===== src/rtl/mem_block_fetch_if.sv =====
// Memory read port plus 512-bit block stream between the fetcher and its neighbours.
// master = the fetcher; slave = memory/consumer side.
interface mem_block_fetch_if;
    logic         mem_en;
    logic         mem_rd_wr;
    logic [15:0]  mem_address;
    logic [63:0]  mem_rdata;
    logic [511:0] blk_data;
    logic         blk_valid;
    logic         blk_ready;

    modport master (
        output mem_en, mem_rd_wr, mem_address, blk_data, blk_valid,
        input  mem_rdata, blk_ready
    );

    modport slave (
        input  mem_en, mem_rd_wr, mem_address, blk_data, blk_valid,
        output mem_rdata, blk_ready
    );
endinterface


===== src/rtl/mem_block_fetch.sv =====
// Reads 8 consecutive 64-bit words per block from a registered-read memory and
// presents each group as one 512-bit block (word 0 in the MSBs) over valid/ready.
module mem_block_fetch #(
    parameter int WORDS_PER_BLK = 8
) (
    input  logic              clk,
    input  logic              rst,
    input  logic              start,
    input  logic [15:0]       base_addr,
    input  logic [7:0]        num_blocks,
    output logic              busy,
    output logic              done,
    mem_block_fetch_if.master bus
);
    localparam int WCW = $clog2(WORDS_PER_BLK);

    typedef enum logic [1:0] {IDLE, READ, CAP, HOLD} state_t;

    state_t                              state_q, state_d;
    logic [15:0]                         addr_cnt;
    logic [7:0]                          remain;
    logic [WCW-1:0]                      word_cnt;
    logic [WCW-1:0]                      cap_slot;
    logic                                cap_en;
    logic [WORDS_PER_BLK-1:0][63:0]      blk_q;
    logic                                blk_valid_q;
    logic                                accept, zero_cmd, handshake, last_blk;

    assign bus.mem_en      = (state_q == READ);
    assign bus.mem_rd_wr   = 1'b0;
    assign bus.mem_address = addr_cnt;
    assign bus.blk_data    = blk_q;
    assign bus.blk_valid   = blk_valid_q;

    // Read data lags the address by one cycle, so the slot being filled is
    // word_cnt-1; in CAP word_cnt has wrapped to 0, which lands on the last slot.
    assign cap_slot = word_cnt - 1'b1;
    assign cap_en   = ((state_q == READ) && (word_cnt != '0)) || (state_q == CAP);

    always_ff @(posedge clk or negedge rst) begin
        if (!rst) state_q <= IDLE;
        else      state_q <= state_d;
    end

    always_comb begin
        state_d   = state_q;
        accept    = 1'b0;
        zero_cmd  = 1'b0;
        handshake = 1'b0;
        last_blk  = 1'b0;
        case (state_q)
            IDLE: begin
                if (start) begin
                    if (num_blocks != 8'd0) begin
                        accept  = 1'b1;
                        state_d = READ;
                    end else begin
                        zero_cmd = 1'b1;
                    end
                end
            end
            READ: begin
                if (word_cnt == WCW'(WORDS_PER_BLK - 1)) state_d = CAP;
            end
            CAP: state_d = HOLD;
            HOLD: begin
                if (blk_valid_q && bus.blk_ready) begin
                    handshake = 1'b1;
                    last_blk  = (remain == 8'd1);
                    state_d   = last_blk ? IDLE : READ;
                end
            end
            default: state_d = IDLE;
        endcase
    end

    always_ff @(posedge clk or negedge rst) begin
        if (!rst) begin
            addr_cnt    <= '0;
            remain      <= '0;
            word_cnt    <= '0;
            busy        <= 1'b0;
            done        <= 1'b0;
            blk_valid_q <= 1'b0;
            blk_q       <= '0;
        end else begin
            done <= zero_cmd | (handshake & last_blk);

            if (accept) begin
                addr_cnt <= base_addr;
                remain   <= num_blocks;
                word_cnt <= '0;
                busy     <= 1'b1;
            end

            // addr_cnt is never reloaded between blocks: block b starts at base+8b.
            if (state_q == READ) begin
                addr_cnt <= addr_cnt + 16'd1;
                word_cnt <= word_cnt + 1'b1;
            end

            if (state_q == CAP) blk_valid_q <= 1'b1;

            if (handshake) begin
                blk_valid_q <= 1'b0;
                remain      <= remain - 8'd1;
                word_cnt    <= '0;
                if (last_blk) busy <= 1'b0;
            end

            for (int k = 0; k < WORDS_PER_BLK; k++) begin
                if (cap_en && (cap_slot == WCW'(k)))
                    blk_q[WORDS_PER_BLK-1-k] <= bus.mem_rdata;
            end
        end
    end
endmodule


===== src/flat_wrapper.sv =====
// flat-port wrapper written by rule: the top's interface ports become plain ports
module mem_block_fetch_flat 
#(
    parameter int WORDS_PER_BLK = 8
)
  (clk, rst, start, base_addr, num_blocks, busy, done, bus_mem_en, bus_mem_rd_wr, bus_mem_address, bus_blk_data, bus_blk_valid, bus_mem_rdata, bus_blk_ready);
  mem_block_fetch_if bus_i ();
  input  logic clk;
  input  logic rst;
  input  logic start;
  input  logic [15:0] base_addr;
  input  logic [7:0] num_blocks;
  output logic busy;
  output logic done;
  output wire logic [$bits(bus_i.mem_en)-1:0] bus_mem_en;
  output wire logic [$bits(bus_i.mem_rd_wr)-1:0] bus_mem_rd_wr;
  output wire logic [$bits(bus_i.mem_address)-1:0] bus_mem_address;
  output wire logic [$bits(bus_i.blk_data)-1:0] bus_blk_data;
  output wire logic [$bits(bus_i.blk_valid)-1:0] bus_blk_valid;
  input wire logic [$bits(bus_i.mem_rdata)-1:0] bus_mem_rdata;
  input wire logic [$bits(bus_i.blk_ready)-1:0] bus_blk_ready;
  assign bus_mem_en = bus_i.mem_en;
  assign bus_mem_rd_wr = bus_i.mem_rd_wr;
  assign bus_mem_address = bus_i.mem_address;
  assign bus_blk_data = bus_i.blk_data;
  assign bus_blk_valid = bus_i.blk_valid;
  assign bus_i.mem_rdata = bus_mem_rdata;
  assign bus_i.blk_ready = bus_blk_ready;
  mem_block_fetch #(.WORDS_PER_BLK(WORDS_PER_BLK)) u_core (.clk(clk), .rst(rst), .start(start), .base_addr(base_addr), .num_blocks(num_blocks), .busy(busy), .done(done), .bus(bus_i));
endmodule

===== config.mk =====
export PLATFORM = sky130hd
export DESIGN_NAME = mem_block_fetch_flat
export DESIGN_NICKNAME = d
export VERILOG_FILES = /design/src/rtl/mem_block_fetch_if.sv /design/src/rtl/mem_block_fetch.sv /design/src/flat_wrapper.sv
export SDC_FILE = /design/constraint.sdc
export NUM_CORES = 1
export LEC_CHECK = 0
export BUFFER_PORTS_ARGS = -buffer_cell sky130_fd_sc_hd__buf_2
export CORE_AREA = 3 3 244 246
export CTS_BUF_LIST = sky130_fd_sc_hd__clkbuf_16
export DETAILED_ROUTE_END_ITERATION = 10
export DIE_AREA = 0 0 247 249
export GPL_ROUTABILITY_DRIVEN = 0
export SYNTH_ARGS = -nofsm -noshare
export SYNTH_HDL_FRONTEND = slang
export SYNTH_SLANG_ARGS = --single-unit
export TNS_END_PERCENT = 5

===== constraint.sdc =====
create_clock -name clk -period 2.4 [get_ports clk]
set_input_delay 0.36 -clock clk [delete_from_list [all_inputs] [get_ports clk]]
set_output_delay 0.36 -clock clk [all_outputs]
set_load 0.01 [all_outputs]

Word level (Yosys, flattened, before mapping)
Index checks and enable logic that the tools add are counted.
{"block": "op_classes", "n_addsub": 4, "n_mul": 0, "n_div": 0, "n_lt_le_gt_ge": 0, "eq_ne": 16, "n_shift": 0, "n_mux": 28, "n_bitwise": 2, "reduce_logical": 20}
{"cell": "$mux W16", "n": 2}
{"cell": "$add A16 B1 Y16 const B", "n": 1}
{"cell": "$mux W1", "n": 16}
{"cell": "$mux W8", "n": 2}
{"cell": "$eq A3 B3 Y1 const B", "n": 5}
{"cell": "$logic_and A1 B1 Y1", "n": 10}
{"cell": "$mux W3", "n": 3}
{"cell": "$eq A8 B1 Y1 const B", "n": 1}
{"cell": "$mux W2", "n": 4}
{"cell": "$pmux W2 S4", "n": 1}
{"cell": "$reduce_bool A8 Y1", "n": 1}
{"cell": "$sub A8 B1 Y8 const B", "n": 1}
{"cell": "$eq A3 B2 Y1 const B", "n": 2}
{"cell": "$ne A2 B1 Y1 const B", "n": 3}
{"cell": "$reduce_bool A2 Y1", "n": 3}
{"cell": "$reduce_bool A3 Y1", "n": 2}
{"cell": "$eq A2 B2 Y1 const B", "n": 2}
{"cell": "$reduce_and A4 Y1", "n": 1}
{"cell": "$add A3 B1 Y3 const B", "n": 1}
{"cell": "$eq A3 B1 Y1 const B", "n": 1}
{"cell": "$logic_not A3 Y1", "n": 1}
{"cell": "$sub A3 B1 Y3 const B", "n": 1}
{"cell": "$eq A2 B1 Y1 const B", "n": 1}
{"cell": "$logic_not A2 Y1", "n": 1}
{"cell": "other kinds (4)", "n": 4}
{"block": "word_totals", "regBits": 544, "latchBits": 0, "ram_bits": 0, "rom_bits": 0, "wordCells": 85, "n_memories": 0}

Longest topological paths before layout
Gate-level depths: netlist of run 1.
{"block": "logic_depth", "word_depth": 7, "ltp_mapped": 8, "depth_no_buf": 6}

Worst setup path after synthesis of run 1
Ideal clock, no wire load.
{"block": "synth_path", "path_kind": "register to register", "from": "register u_core.word_cnt[0]", "to": "register u_core.blk_q (netlist bit u_core.bus.blk_data[259])", "setup_time_ns": 0.125, "arrival_time_ns": 1.856, "required_ns": 2.275, "slack_ns": 0.420, "stages_incl_launch_ff": 9, "path_buffers": 2, "synth_period_minus_slack_ns": 1.980, "path_cell_list": "dfrtp_1 -> inv_1 -> ha_1 -> nand2b_1 -> a21o_1 -> buf_2 -> nand3_2 -> buf_2 -> mux2_2"}
{"block": "synth_via", "elab_chain_len": 4, "elab_cells_between_ends": 6}
{"element": "start, declared", "line_no": "mem_block_fetch.sv:22", "text": "logic [WCW-1:0] word_cnt;"}
{"element": "start signal, assigned", "line_no": "mem_block_fetch.sv:99", "text": "word_cnt <= word_cnt + 1'b1;"}
{"element": "branches (longest 3 deep; another with $sub A3 B1 Y3)"}
{"element": "$logic_and A1 B1 Y1 *", "line_no": "mem_block_fetch.sv:112", "text": "if (cap_en && (cap_slot == WCW'(k)))"}
{"element": "end signal, assigned by index", "line_no": "mem_block_fetch.sv:113", "text": "blk_q[WORDS_PER_BLK-1-k] <= bus.mem_rdata;"}
{"element": "end, declared", "line_no": "mem_block_fetch.sv:25", "text": "logic [WORDS_PER_BLK-1:0][63:0] blk_q;"}
Every way passes the cells marked *.
A chain may end at the register's enable or synchronous reset.

Worst setup path in the final report of run 1
{"block": "layout_path", "from": "register u_core.word_cnt[1]", "to": "register u_core.blk_q (netlist bit u_core.bus.blk_data[326])"}
Same word-level chain as after synthesis.

==> results.toml, run 1 <==
[run_status]
status = "completed"

[logic_synthesis]
ys_ff_latch = 544
yosysWarnings = 0
ys_top_cells_by_area = "dfrtp_1 65%, mux2_2 28%, mux2i_1 1.3%"
synth_seq_area_share_pct = 64.9
yosys.area.top_type = "dfrtp_1"
ys.flop_type = "dfrtp_1"
async_flop_share_pct = 100
yosys.area_share.simple_pct = 2.09
synthXorXnorAreaFrac_pct = 0.668
synthAdderAreaFrac_pct = 0.835
syn_nets = 1403
synth_edf_count = 0
synth_top_area_share_pct = 64.9
netlist_area_mm2 = 0.0210
synth_compound_area_share_pct = 1.05
avgSynthCellArea_um2 = 16.2
synth_mux_area_share_pct = 28.9
synth_cells = 1297
synth_cell_types = 40
synth_top_family_by_area = "multiplexers"

[power]
power.density_mw_per_mm2 = 1540
vdd_ir_drop_max_mv = 0.773
p_leak_uw = 0.0127

[worst_setup_path]
path_class = "reg -> reg"
worstPathRequired_ps = 2860
critPathMaxFanout = 36
start_kind = "flop"
endpoint_kind = "flop"
crit_arrival_ps = 2690
ff2ff_setup_slack_ps = 170

[cts]
cts_sinks = 544
cts.path.max_buffers = 3
tritoncts = "built"
htree_levels = 2
cts_root_buf = "clkbuf_16"
clock_latency_ps = 610
cts_setup_buffers = 0
clk_pin_slew_ps = 60
numCtsBuffers = 56

[finish]
drive_gt1_share_pct = 63.4
multi_input_area_mm2 = 0.00712
final_common_cell = "buf_2"
final_cell_area_mm2 = 0.0273
final_nets = 2075
area_delta_synth_final_pct = 30.0
mostFrequentLayoutCells = "622 x buf_2, 544 x dfrtp_1, 514 x mux2_2, 56 x clkbuf_16, 28 x mux2i_1"
fill_cells = 5181
seq_area_mm2 = 0.0136

[timing]
setup_violations = 0
rsz0062_at_grt = "no"
fin_crit_ps = 2230
setup_total_negative_slack_ps = 0
worst_slew_pin_slew_ps = 594
finalMaxSlewViolations = 0
fin_worst_skew_ps = 25.0
final.period_utilization_pct = 92.9
slew_headroom_pct = 60.4
hold_violations = 0
fmax_mhz = 448

[route]
num_vias = 13700
routed_via_density = 4.93
avgRoutedWirePerCell_um = 22.5
route.antenna.remaining_nets = 0
firstDrtPassIters = 4
drtIter0Drc = 435
routed_wl_mm = 62.6
drcViolationCount = 0

[global_routing]
grt_max_degree = 80
track_usage_pct = 20.1
overflow = 0
grt_pass1_vias = 14700
antenna_found_initial = 1
grt_pass1_wl_mm = 94.4

[die]
ios = 625
die_y_um = 249
rows = 88
start_util_pct = 36.4
die_w_um = 247
dieArea_mm2 = 0.0615
core_area_mm2 = 0.0576

[place]
io_buffers = 623
place_area_mm2 = 0.0255
dpl.hpwl_mm = 44.8

[job]
cap_violations = 0

[hold_path]
hp-class = "in -> reg"
## layout make-up
cell class              instances  area share [%]
flip-flops and latches        544            49.9
multi-input cells             684            26.1
repair buffers                674            14.0
clock buffers                  56            5.14
well taps                     765            3.51
clock inverters                49            1.23
inverters                       9           0.124
diodes                          2          0.0183
## metal layers
layer	share of wire, %	vias up	GRT usage, %
met3	7.1	127	5.39
met2	50	446	34.7
met5	0	-	0
met1	39	7173	24.0
met4	3.6	0	6.99
li1	-	5988	-
## logic make-up (layout without fill, tap and decap cells)
kind of cell | Yosys count | count (layout)
compound gates | 33 | 33
xor+xnor | 16 | 16
fa+ha+maj | 14 | 14
buf+inv | 69 | 788
flops | 544 | 544
mux | 542 | 542
other cells | 1 | 3
simple gates | 78 | 78
## worst max-delay path, cell delays in order (launching register included)
cell      delay, ps
dfrtp_1         410
inv_1           140
ha_1            200
nand2b_1         60
a21o_2          310
buf_4           200
nand3_4         100
buf_12          230
mux2_2          370
## sequential cells by signal (all words and copies together) (netlist names)
register / cells
u_core.bus.mem_address: 16
u_core.bus.blk_data: 512
u_core.remain: 8
u_core.bus.blk_valid: 1
u_core.done: 1
u_core.busy: 1
u_core.state_q: 2
u_core.word_cnt: 3
## where the power goes
group	switching, uW	leakage, uW	internal, uW
logic	8730	0.00547	8430
clock network	3650	0.000903	4580
registers	2650	0.00635	13900
total	15000	0.0127	27000
## worst paths after layout
kind / startpoint / endpoint / depth (start not counted)
max: u_core.word_cnt[1]$_DFFE_PN0P_ / u_core.bus.blk_data[326]$_DFFE_PN0P_ / 8
min: base_addr[10] / u_core.bus.mem_address[10]$_DFFE_PN0P_ / 3
max reg2reg: u_core.word_cnt[1]$_DFFE_PN0P_ / u_core.bus.blk_data[326]$_DFFE_PN0P_ / 8
min reg2reg: u_core.bus.blk_data[256]$_DFFE_PN0P_ / u_core.bus.blk_data[256]$_DFFE_PN0P_ / 1
max in group asynchronous: rst / u_core.bus.blk_data[131]$_DFFE_PN0P_ / 4
min in group asynchronous: rst / u_core.bus.blk_data[324]$_DFFE_PN0P_ / 2
## timing repair
item	in CTS	in global routing
setup endpoints to repair	0	144
gates resized for setup	0	3
hold buffers	1	0
endpoints found under the hold margin	155	0
## Yosys cell counts (all sizes together), types with 4 or more instances
| cell | count |
|---|---|
| a21oi | 10 |
| buf | 53 |
| clkbuf | 7 |
| dfrtp | 544 |
| ha | 14 |
| inv | 9 |
| mux2 | 514 |
| mux2i | 28 |
| nand2 | 17 |
| nand3 | 21 |
| nand4 | 7 |
| nor2 | 9 |
| nor3 | 6 |
| nor4 | 7 |
| o21ai | 8 |
| xnor2 | 12 |
| xor2 | 4 |
## per-stage QoR
stage / instances / util (%) / total power [uW] / setup slack [ps] / hold slack [ps]
after global routing: 2782 / 47.4 / 44400 / 64.2 / 48.2
after global placement: 2675 / 44.3 / 33600 / 144 / 244
after floorplan: 1297 / - / 25500 / 420 / 64.4
final: 2783 / 47.4 / 42000 / 170 / 57.7
after CTS: 2781 / 47.3 / 42500 / 60.3 / 15.8
after detailed placement: 2675 / 44.3 / 34100 / 71.9 / 251
(Power assumes the default switching activity.)
==> run 2, diff against run 1 <==
CELL_PAD_IN_SITES_DETAIL_PLACEMENT = 1   (was default)
CELL_PAD_IN_SITES_GLOBAL_PLACEMENT = 1   (was default)
CORE_AREA = 3 3 242 244   (was 3 3 244 246)
DIE_AREA = 0 0 245 247   (was 0 0 247 249)
PLACE_DENSITY_LB_ADDON = 0.05   (was default)
==> results.toml, run 2 (same netlist as run 1, synthesis figures left out) <==
[run_status]
status = "completed"

[worst_setup_path]
r2r-start = "u_core.word_cnt[0]$_DFFE_PN0P_"
ff2ff_setup_slack_ps = 200
path_class = "reg -> out"
endpoint_kind = "output pin"
r2r_end = "u_core.bus.blk_data[261]$_DFFE_PN0P_"
crit_arrival_ps = 1870
crit_start = "u_core.state_q[1]$_DFFE_PN0P_"
worstPathRequired_ps = 2040
rr_worst_depth = 7
critPathMaxFanout = 29
start_kind = "flop"

[timing]
hold_violations = 0
slew_headroom_pct = 55.8
fin_worst_skew_ps = 13.5
setup_violations = 0
rsz0062_at_grt = "no"
worst_slew_pin_slew_ps = 663
fin_crit_ps = 2230
final.period_utilization_pct = 92.8
setup_ws_ps = 172
finalMaxSlewViolations = 0
fmax_mhz = 449

[finish]
final_nets = 2077
area_delta_synth_final_pct = 30.2
final_common_cell = "buf_2"
final_core_utilization_pct = 48.4
largest_register_ffs = 512
mostFrequentLayoutCells = "622 x buf_2, 544 x dfrtp_1, 514 x mux2_2, 61 x clkbuf_16, 28 x mux2i_1"
drive_gt1_share_pct = 63.2

[die]
core_area_mm2 = 0.0565
ios = 625
die_w_um = 245
dieArea_mm2 = 0.0605
start_util_pct = 37.1
die_y_um = 247
rows = 87

[cts]
cts_sinks = 544
clk_pin_slew_ps = 60
cts_setup_buffers = 0
clock_latency_ps = 600
tritoncts = "built"
cts_root_buf = "clkbuf_16"
numCtsBuffers = 59
htree_levels = 2
cts.path.max_buffers = 3

[power]
finalPower_uw = 43000
p_leak_uw = 0.0127
vdd_ir_drop_max_mv = 0.698
power.density_mw_per_mm2 = 1570

[route]
routed_wl_mm = 72.1
num_vias = 13800
drcViolationCount = 0
avgRoutedWirePerCell_um = 26.1
route.antenna.remaining_nets = 0
firstDrtPassIters = 4
routed_via_density = 4.98
drtIter0Drc = 352

[global_routing]
track_usage_pct = 23.4
antenna_found_initial = 3
overflow = 0
grt_max_degree = 52
grt_pass1_vias = 15100
grt_pass1_wl_mm = 105

[hold_path]
hold_end = "u_core.bus.mem_address[8]$_DFFE_PN0P_"
worstHoldStart = "base_addr[8]"
worst_hold_path.num_cells = 3
hp-class = "in -> reg"

[place]
dp_slack_ps = -96.1
io_buffers = 623
dpl.hpwl_mm = 52.3

[job]
cap_violations = 0
run 2: worst max-delay path by stage:
stage,end,slack [ps],cells after the start
CTS,bus_mem_en,120,4
floorplan,u_core.bus.blk_data[259]$_DFFE_PN0P_,420,8
global route,u_core.remain[2]$_DFFE_PN0P_,40,7
global placement,u_core.bus.blk_data[287]$_DFFE_PN0P_,-80,7
detailed placement,u_core.bus.blk_data[288]$_DFFE_PN0P_,-100,7
finish,bus_mem_en,170,4
run 2: report_power, final:
part | internal [uW] | switching [uW] | total, uW
clock | 4840 | 3600 | 8440
sequential | 13900 | 2740 | 16700
combinational | 8480 | 9410 | 17900
total | 27300 | 15700 | 43000
run 2: area by class of cell:
cell class                 instances  area, um2
inverter                           9       33.8
fill                            5762      29200
tap                              756        946
clock buffer                      61       1530
sequential                       544      13600
clock inverter                    39        236
timing repair buffer             673       3840
antenna                            1       2.50
multi-input combinational        684       7120
run 2: layer usage:
layer	track usage, %	part of all wire, %
met1	28.4	40
met3	7.64	8.0
met4	7.90	3.1
met5	0	0.031
met2	39.6	49
run 2: timing repair:
action / 4_1_cts / 5_1_grt
setup endpoints to repair: 83 / 0
gates resized for setup: 2 / 0
hold buffers: 1 / 0
endpoints found under the hold margin: 35 / 0
run 2: worst max-delay path: stages (launching register included):
cell and delay (ps):
dfrtp_1 420, inv_1 100, ha_1 160, buf_4 370, buf_2 210
run 2: metrics by stage:
stage	setup TNS, ps	std cells	instance area (um2)	hold WS (ps)
floorplan	0	1297	21000	64.4
global placement	-3860	2665	25500	359
detailed placement	-4380	2665	25500	358
CTS	0	2766	27300	9.81
global route	0	2766	27300	43.3
finish	0	2767	27300	50.5
